<file path="config.mk">
export PLATFORM = sky130hd
export DESIGN_NAME = btn_conditioner
export DESIGN_NICKNAME = d
export VERILOG_FILES = /design/src/rtl/btn_conditioner.sv
export SDC_FILE = /design/constraint.sdc
export NUM_CORES = 1
export LEC_CHECK = 0
export ABC_CLOCK_PERIOD_IN_PS = 2370
export BUFFER_PORTS_ARGS = -buffer_cell sky130_fd_sc_hd__buf_4
export CAP_MARGIN = 10
export CORE_UTILIZATION = 55
export CTS_CLUSTER_SIZE = 30
export DETAILED_ROUTE_END_ITERATION = 6
export PLACE_DENSITY_LB_ADDON = 0.1
export SLEW_MARGIN = 20
export SYNTH_ARGS = -nofsm -noshare
export SYNTH_HDL_FRONTEND = slang
export SYNTH_SLANG_ARGS = --single-unit
</file>
<file path="constraint.sdc">
create_clock -name CLK_OUT3 -period 2.37 [get_ports CLK_OUT3]
set_input_delay 0.5925 -clock CLK_OUT3 [delete_from_list [all_inputs] [get_ports CLK_OUT3]]
set_output_delay 0.5925 -clock CLK_OUT3 [all_outputs]
set_load 0.01 [all_outputs]
</file>
<file path="src/rtl/btn_conditioner.sv">
// Five-button input stage: two-flop synchronizer, per-button debounce, press/release
// strobes, hold-then-repeat strobes and a priority-encoded one-hot command.
module btn_conditioner #(
    parameter int DEBOUNCE_CYC = 250000,
    parameter int HOLD_CYC     = 12500000,
    parameter int REPEAT_CYC   = 2500000,
    parameter int CNT_W        = 24
) (
    input  logic       CLK_OUT3,
    input  logic       rst,
    input  logic [4:0] btn_raw,
    output logic [4:0] btn_level,
    output logic [4:0] press_pulse,
    output logic [4:0] release_pulse,
    output logic [4:0] rep_pulse,
    output logic [4:0] cmd,
    output logic       cmd_valid,
    output logic       any_held
);

    localparam logic [CNT_W-1:0] DEB_LAST  = CNT_W'(DEBOUNCE_CYC - 1);
    localparam logic [CNT_W-1:0] HOLD_LAST = CNT_W'(HOLD_CYC - 1);
    localparam logic [CNT_W-1:0] RPT_LAST  = CNT_W'(REPEAT_CYC - 1);
    localparam logic [CNT_W-1:0] CNT_ONE   = CNT_W'(1);

    typedef enum logic [1:0] {
        IDLE = 2'd0,
        HOLD = 2'd1,
        RPT  = 2'd2
    } state_t;

    logic [4:0] r_s1;
    logic [4:0] r_s2;
    logic [4:0] w_rise;
    logic [4:0] w_fall;
    logic [4:0] w_stable_next;
    logic [4:0] w_rep;
    logic [4:0] w_cmd;

    always_ff @(posedge CLK_OUT3) begin
        if (rst) begin
            r_s1 <= '0;
            r_s2 <= '0;
        end else begin
            r_s1 <= btn_raw;
            r_s2 <= r_s1;
        end
    end

    genvar gi;
    generate
        for (gi = 0; gi < 5; gi++) begin : g_btn
            logic             r_stable;
            logic [CNT_W-1:0] r_dcnt;
            logic             w_done;
            logic             w_rise_b;
            logic             w_fall_b;
            state_t           r_state;
            state_t           w_state_next;
            logic [CNT_W-1:0] r_rcnt;
            logic [CNT_W-1:0] w_rcnt_next;
            logic             w_rep_b;

            // The count restarts whenever the synchronized input agrees with the
            // stable level again, so only an unbroken run can flip it.
            assign w_done   = (r_s2[gi] != r_stable) && (r_dcnt == DEB_LAST);
            assign w_rise_b = w_done & r_s2[gi];
            assign w_fall_b = w_done & ~r_s2[gi];

            always_ff @(posedge CLK_OUT3) begin
                if (rst) begin
                    r_stable <= 1'b0;
                    r_dcnt   <= '0;
                end else if (r_s2[gi] == r_stable) begin
                    r_dcnt <= '0;
                end else if (w_done) begin
                    r_stable <= r_s2[gi];
                    r_dcnt   <= '0;
                end else begin
                    r_dcnt <= r_dcnt + CNT_ONE;
                end
            end

            always_comb begin
                w_state_next = r_state;
                w_rcnt_next  = r_rcnt;
                w_rep_b      = 1'b0;
                case (r_state)
                    IDLE: begin
                        if (w_rise_b) begin
                            w_rep_b      = 1'b1;
                            w_rcnt_next  = '0;
                            w_state_next = HOLD;
                        end
                    end
                    HOLD: begin
                        if (w_fall_b) begin
                            w_rcnt_next  = '0;
                            w_state_next = IDLE;
                        end else if (r_rcnt == HOLD_LAST) begin
                            w_rep_b      = 1'b1;
                            w_rcnt_next  = '0;
                            w_state_next = RPT;
                        end else begin
                            w_rcnt_next = r_rcnt + CNT_ONE;
                        end
                    end
                    RPT: begin
                        // A release wins over a repeat falling due in the same cycle.
                        if (w_fall_b) begin
                            w_rcnt_next  = '0;
                            w_state_next = IDLE;
                        end else if (r_rcnt == RPT_LAST) begin
                            w_rep_b     = 1'b1;
                            w_rcnt_next = '0;
                        end else begin
                            w_rcnt_next = r_rcnt + CNT_ONE;
                        end
                    end
                    default: begin
                        w_rcnt_next  = '0;
                        w_state_next = IDLE;
                    end
                endcase
            end

            always_ff @(posedge CLK_OUT3) begin
                if (rst) begin
                    r_state <= IDLE;
                    r_rcnt  <= '0;
                end else begin
                    r_state <= w_state_next;
                    r_rcnt  <= w_rcnt_next;
                end
            end

            assign w_rise[gi]        = w_rise_b;
            assign w_fall[gi]        = w_fall_b;
            assign w_stable_next[gi] = w_done ? r_s2[gi] : r_stable;
            assign w_rep[gi]         = w_rep_b;
        end
    endgenerate

    // Isolating the lowest set bit gives bit0 (btnc) the highest priority.
    assign w_cmd = w_rep & (~w_rep + 5'd1);

    always_ff @(posedge CLK_OUT3) begin
        if (rst) begin
            btn_level     <= '0;
            press_pulse   <= '0;
            release_pulse <= '0;
            rep_pulse     <= '0;
            cmd           <= '0;
            cmd_valid     <= 1'b0;
            any_held      <= 1'b0;
        end else begin
            btn_level     <= w_stable_next;
            press_pulse   <= w_rise;
            release_pulse <= w_fall;
            rep_pulse     <= w_rep;
            cmd           <= w_cmd;
            cmd_valid     <= |w_rep;
            any_held      <= |w_stable_next;
        end
    end

endmodule

</file>
After elaboration in Yosys (flattened, before gate mapping)
Index checks and enable logic that the tools add are counted.

storage, ports and cells
  register bits after elaboration = 292
  input port bits = 7
  word-level logic and storage cells = 219

cells by class
  eq/ne operators = 50
  reductions and logical operators = 22
  add/sub/neg operators = 11
  bitwise gates (word level) = 17
  muxes and demuxes = 90

operator list
  kind                                                                      number
  24-bit two-way mux                                                        25
  24-bit one-hot mux with 3 select lines                                    5
  24-bit by 1-bit adder with 24-bit output (second input constant)          10
  24-bit by 18-bit equality test with 1-bit output (second input constant)  5
  24-bit by 22-bit equality test with 1-bit output (second input constant)  5
  24-bit equality test (second input constant)                              5
  2-bit two-way mux                                                         20
  1-bit two-way mux                                                         30
  2-bit one-hot mux with 3 select lines                                     5
  2-bit inequality test (second input constant)                             10
  3-bit inequality test (second input constant)                             5
  1-bit one-hot mux with 3 select lines                                     5
  3-bit AND reduction                                                       5
  3-bit OR reduction                                                        5
  1-bit AND                                                                 10
  2-bit by 1-bit equality test with 1-bit output (second input constant)    5
  2-bit equality test (second input constant)                               5
  2-bit logical NOT                                                         5
  5-bit OR reduction                                                        2
  5-bit by 1-bit adder with 5-bit output (second input constant)            1
  5-bit AND                                                                 1
  1-bit equality test                                                       5
  1-bit logical AND                                                         5
  1-bit inequality test                                                     5
  2 further kinds                                                           6

Logic depth before layout (Yosys ltp)
  depth in word-level cells = 8
  depth in mapped cells = 9

Worst setup path before layout
Ideal clock, no wire load.

  kind = register -> register
  start = register g_btn[2].r_rcnt[0]
  end = register g_btn[2].r_rcnt[21]
  data arrival time = 2459 ps
  library setup time = 122 ps
  required time = 2248 ps
  setup slack = -210 ps
  stages on the path, launching flop included = 9
  path buffers = 1
  cell sequence = dfxtp_1 -> ha_1 -> nand4_1 -> or4_4 -> o41a_1 -> o211a_1 -> o21ai_2 -> buf_4 -> a21oi_1

between the ends
  word-level cells in the longest chain between the ends = 4
  elaborated cells between the ends (all ways) = 8
  classes of those cells = add/sub (1); eq/ne (2); mux (5)

RTL lines
  element                                                                 RTL line  text
  start: declaration                                                      60        logic [CNT_W-1:0] r_rcnt;
  start signal: assignment                                                133       r_rcnt <= w_rcnt_next;
  24-bit by 1-bit adder with 24-bit output, or another cell as far along  105, 117
  24-bit two-way mux, on equally long branches                            113, 100
  24-bit two-way mux, on equally long branches                            110, 97
  24-bit one-hot mux with 3 select lines *                                88        case (r_state)

Every way passes the cells marked *; elsewhere a longest branch is shown, timed or not.
A chain may end at the register's enable or synchronous reset.

Worst setup path after layout
  start = register g_btn[2].r_rcnt[9]
  end = register g_btn[2].r_rcnt[16]

Same word-level chain as after synthesis.

==> flow_summary.ini <==
[routing]
finalWirelength_um = 30600
num_vias = 11600
drc_errors = 0
viasPerCell = 5.60
drtIter0Drc = 671
drt.antenna.violating_nets = 0
avgRoutedWirePerCell_um = 14.8
dr.pass1.iters = 5

[yosys]
synth-seq-cells = 291
synth.top_cell.area_share = 0.426
syn_nets = 1604
syn_area_um2 = 13700
ys_types = 63
synth_flop_cell = dfxtp_1
ys_warn_count = 0
synthTopCellsByArea = dfxtp_1 (43%), xnor2_1 (7.8%), nor2_1 (7.4%), xor2_1 (5.8%), nand3_1 (3.5%)
synth_edf_count = 0
yosysTopAreaCell = dfxtp_1
synth.avg_cell_area_um2 = 8.72
synthArstFlopShare = 0
syn_inst = 1567
synth_seq_area_share = 0.426

[timing]
fmaxAchievable_mhz = 402
setup_slack_ns = -0.117
hold_violations = 0
worst_pin_slew_ns = 0.647
finalCriticalPeriod_ns = 2.49
finClkSkew_ns = 0.00822
fin_crit_sh = 1.05
slew_violations = 0
slew-limit-headroom = 0.568
rsz0062_at_grt = true
setup_viol = 42

[critical_path]
arrival_ns = 2.93
critical_path_class = register to register
rr_worst_depth = 7
cp.required_ns = 2.81
critPathMaxFanout = 24
end_kind = register
ff2ff_setup_slack_ns = -0.12
reg2reg_to = g_btn[2].r_rcnt[16]$_SDFFE_PP0P_
crit_path_start_kind = register
r2r-start = g_btn[2].r_rcnt[9]$_SDFFE_PP0P_

[hold_path]
hp-start = btn_raw[0]
whs_endpoint = r_s1[0]$_SDFF_PP0_
hold_path_class = primary input to register
hold-path-cell-count = 2

[cells_and_area]
nNetsFinal = 1761
multiInputGateArea_um2 = 7880
syn2layout_area_growth_pct = 22.9
n_antenna_cell = 0
fillers = 1921
drive_gt1_frac = 0.180
regArea_um2 = 5830

[die]
die_area_um2 = 25500
rows = 57
ios = 34
die_x_um = 160
start_util = 0.562
chipHeight_um = 160
core-area_um2 = 24300

[pwr]
totalPowerFinal_mw = 10.3
vdd_drop_max_mv = 0.605
leakage_nw = 5.93
powerDensity_nw_per_um2 = 615

[status]
outcome = complete, but fails checks
violations = setup timing

[place]
portBuffers = 33
post-place-ws_ns = -0.123
gp_congestion = 0.859
hpwlAfterDp_um = 20800

[clock_network]
cts_buffers = 31
cts_hold_buf = 0
cts_tree = done
clock_path_buffers = 3
clk_pin_slew_worst_paths_ns = 0.06
cts-root-buf = clkbuf_16
cts_max_level = 1
clock_sinks = 291
insertion_delay_ns = 0.55

[global_routing]
antenna_found_initial = 0
grt_start_max_net_pins = 45
grt_util_all_layers = 0.230
grt_pass1_wl_um = 50000
grt_pass1_vias = 10700
grt_overflow = 0

[run]
drv_cap = 0
==> worst max path at each step <==
stage	startpoint	to
floorplan	g_btn[2].r_rcnt[9]$_SDFFE_PP0P_	g_btn[2].r_rcnt[9]$_SDFFE_PP0P_
global placement	g_btn[2].r_rcnt[9]$_SDFFE_PP0P_	g_btn[2].r_rcnt[11]$_SDFFE_PP0P_
detailed placement	g_btn[2].r_rcnt[9]$_SDFFE_PP0P_	g_btn[2].r_rcnt[16]$_SDFFE_PP0P_
CTS	g_btn[2].r_rcnt[9]$_SDFFE_PP0P_	g_btn[2].r_rcnt[16]$_SDFFE_PP0P_
global route	g_btn[2].r_dcnt[9]$_SDFF_PP0_	g_btn[2].r_rcnt[11]$_SDFFE_PP0P_
finish	g_btn[2].r_rcnt[9]$_SDFFE_PP0P_	g_btn[2].r_rcnt[16]$_SDFFE_PP0P_
==> per-stage QoR <==
step,instance area (um2),hold WS (ns),util,cells,TNS [ns]
after CTS,16400,0.265,0.674,2060,-2.86
after floorplan,13700,0.414,-,1567,-1.75
after global placement,15200,0.419,0.626,2004,-1.65
final,16800,0.270,0.691,2070,-3.00
after global routing,16800,0.273,0.691,2070,-7.29
after detailed placement,15200,0.421,0.626,2004,-3.67
==> flip-flops by register name, indices dropped and copies added, names as in the netlist, 4 cells and up <==
register and cells:
cmd 4, g_btn.r_stable 5, press_pulse 5, release_pulse 5, btn_level 5, r_s1 5, g_btn.r_rcnt 120, rep_pulse 5
g_btn.r_dcnt 120, g_btn.r_state 10, r_s2 5
==> critical path: stages (launching register included) <==
cell and delay (ns):
dfxtp_2 0.31, or4b_1 0.50, or4_4 0.52, o41a_1 0.34, o211a_1 0.26, o21ai_4 0.18, buf_12 0.18, nor2_1 0.07
==> synthesized netlist by cell type, types with 4 or more instances <==
library cell  number
dfxtp_1          291
nor2_1           270
xnor2_1          121
nand3_1           95
xor2_1            91
nand2_1           82
nand4_1           69
nor3_1            49
nor4_1            47
and3_1            46
inv_1             41
clkbuf_1          36
ha_1              30
a21oi_1           29
o21ai_0           26
nor2b_1           23
and4_1            18
or3_1             18
nor4b_1           14
nor4bb_1          13
or4_1             12
nand2b_1          11
and2_1            10
nor3b_1           10
o21a_1             8
mux2i_1            7
nor4_2             7
or2_2              7
a211oi_1           6
buf_2              6
nand4b_1           5
o41a_1             5
and4b_1            4
buf_4              4
nor4b_2            4
==> layout make-up <==
| cell class | count | area share |
|---|---|---|
| Tap cell | 324 | 0.0241 |
| Timing Repair Buffer | 172 | 0.0862 |
| Inverter | 41 | 0.00916 |
| Clock inverter | 10 | 0.0106 |
| Multi-Input combinational cell | 1187 | 0.469 |
| Sequential cell | 291 | 0.347 |
| Clock buffer | 45 | 0.0541 |
==> metal layers <==
layer  global-route usage  share of wire
met5                    0              0
met4               0.0577          0.020
met3               0.0351          0.038
met2                0.381           0.47
met1                0.314           0.48
==> cells in the final DEF (no fill, tap or decap), drive strengths merged, types with 11 or more instances in the layout <==
master	n
nand2	82
nor4b	18
nor2b	23
nor2	270
xnor2	121
ha	30
and3	46
nand2b	11
buf	170
clkbuf	47
or4	14
inv	41
nor4bb	13
nand4	69
xor2	91
o21ai	31
a21oi	29
nor3	49
dfxtp	291
nor4	54
and4	18
or3	18
nand3	95
==> power breakdown <==
part           total [mW]  leakage, nW  internal, mW  switching [mW]
Clock                5.09        0.533          3.17            1.92
Sequential           4.93         2.35          4.91          0.0138
Combinational       0.319         3.05         0.125           0.195
Total                10.3         5.93          8.21            2.12
==> cells by family (layout without fill, tap and decap cells) <==
logic type                 after synthesis  count (layout)  share of synthesized area
and+or+nand+nor                        832             832                      0.327
DFF                                    291             291                      0.426
xor gates and xnor gates               212             212                      0.136
AOI/OAI and AO/OA                      106             106                     0.0522
buffers and inverters                   89             268                     0.0261
adders and majority gates               30              30                     0.0275
muxes                                    7               7                    0.00513
==> timing repair <==
action / 4_1_cts / 5_1_grt
gates cloned: 0 / 4
endpoints found under the hold margin: 0 / 0
pin swaps: 4 / 23
endpoints found under the setup margin: 53 / 143
buffers inserted: 1 / 6
gates resized for setup: 11 / 72
No activity file was read; power rests on OpenSTA's default activity.
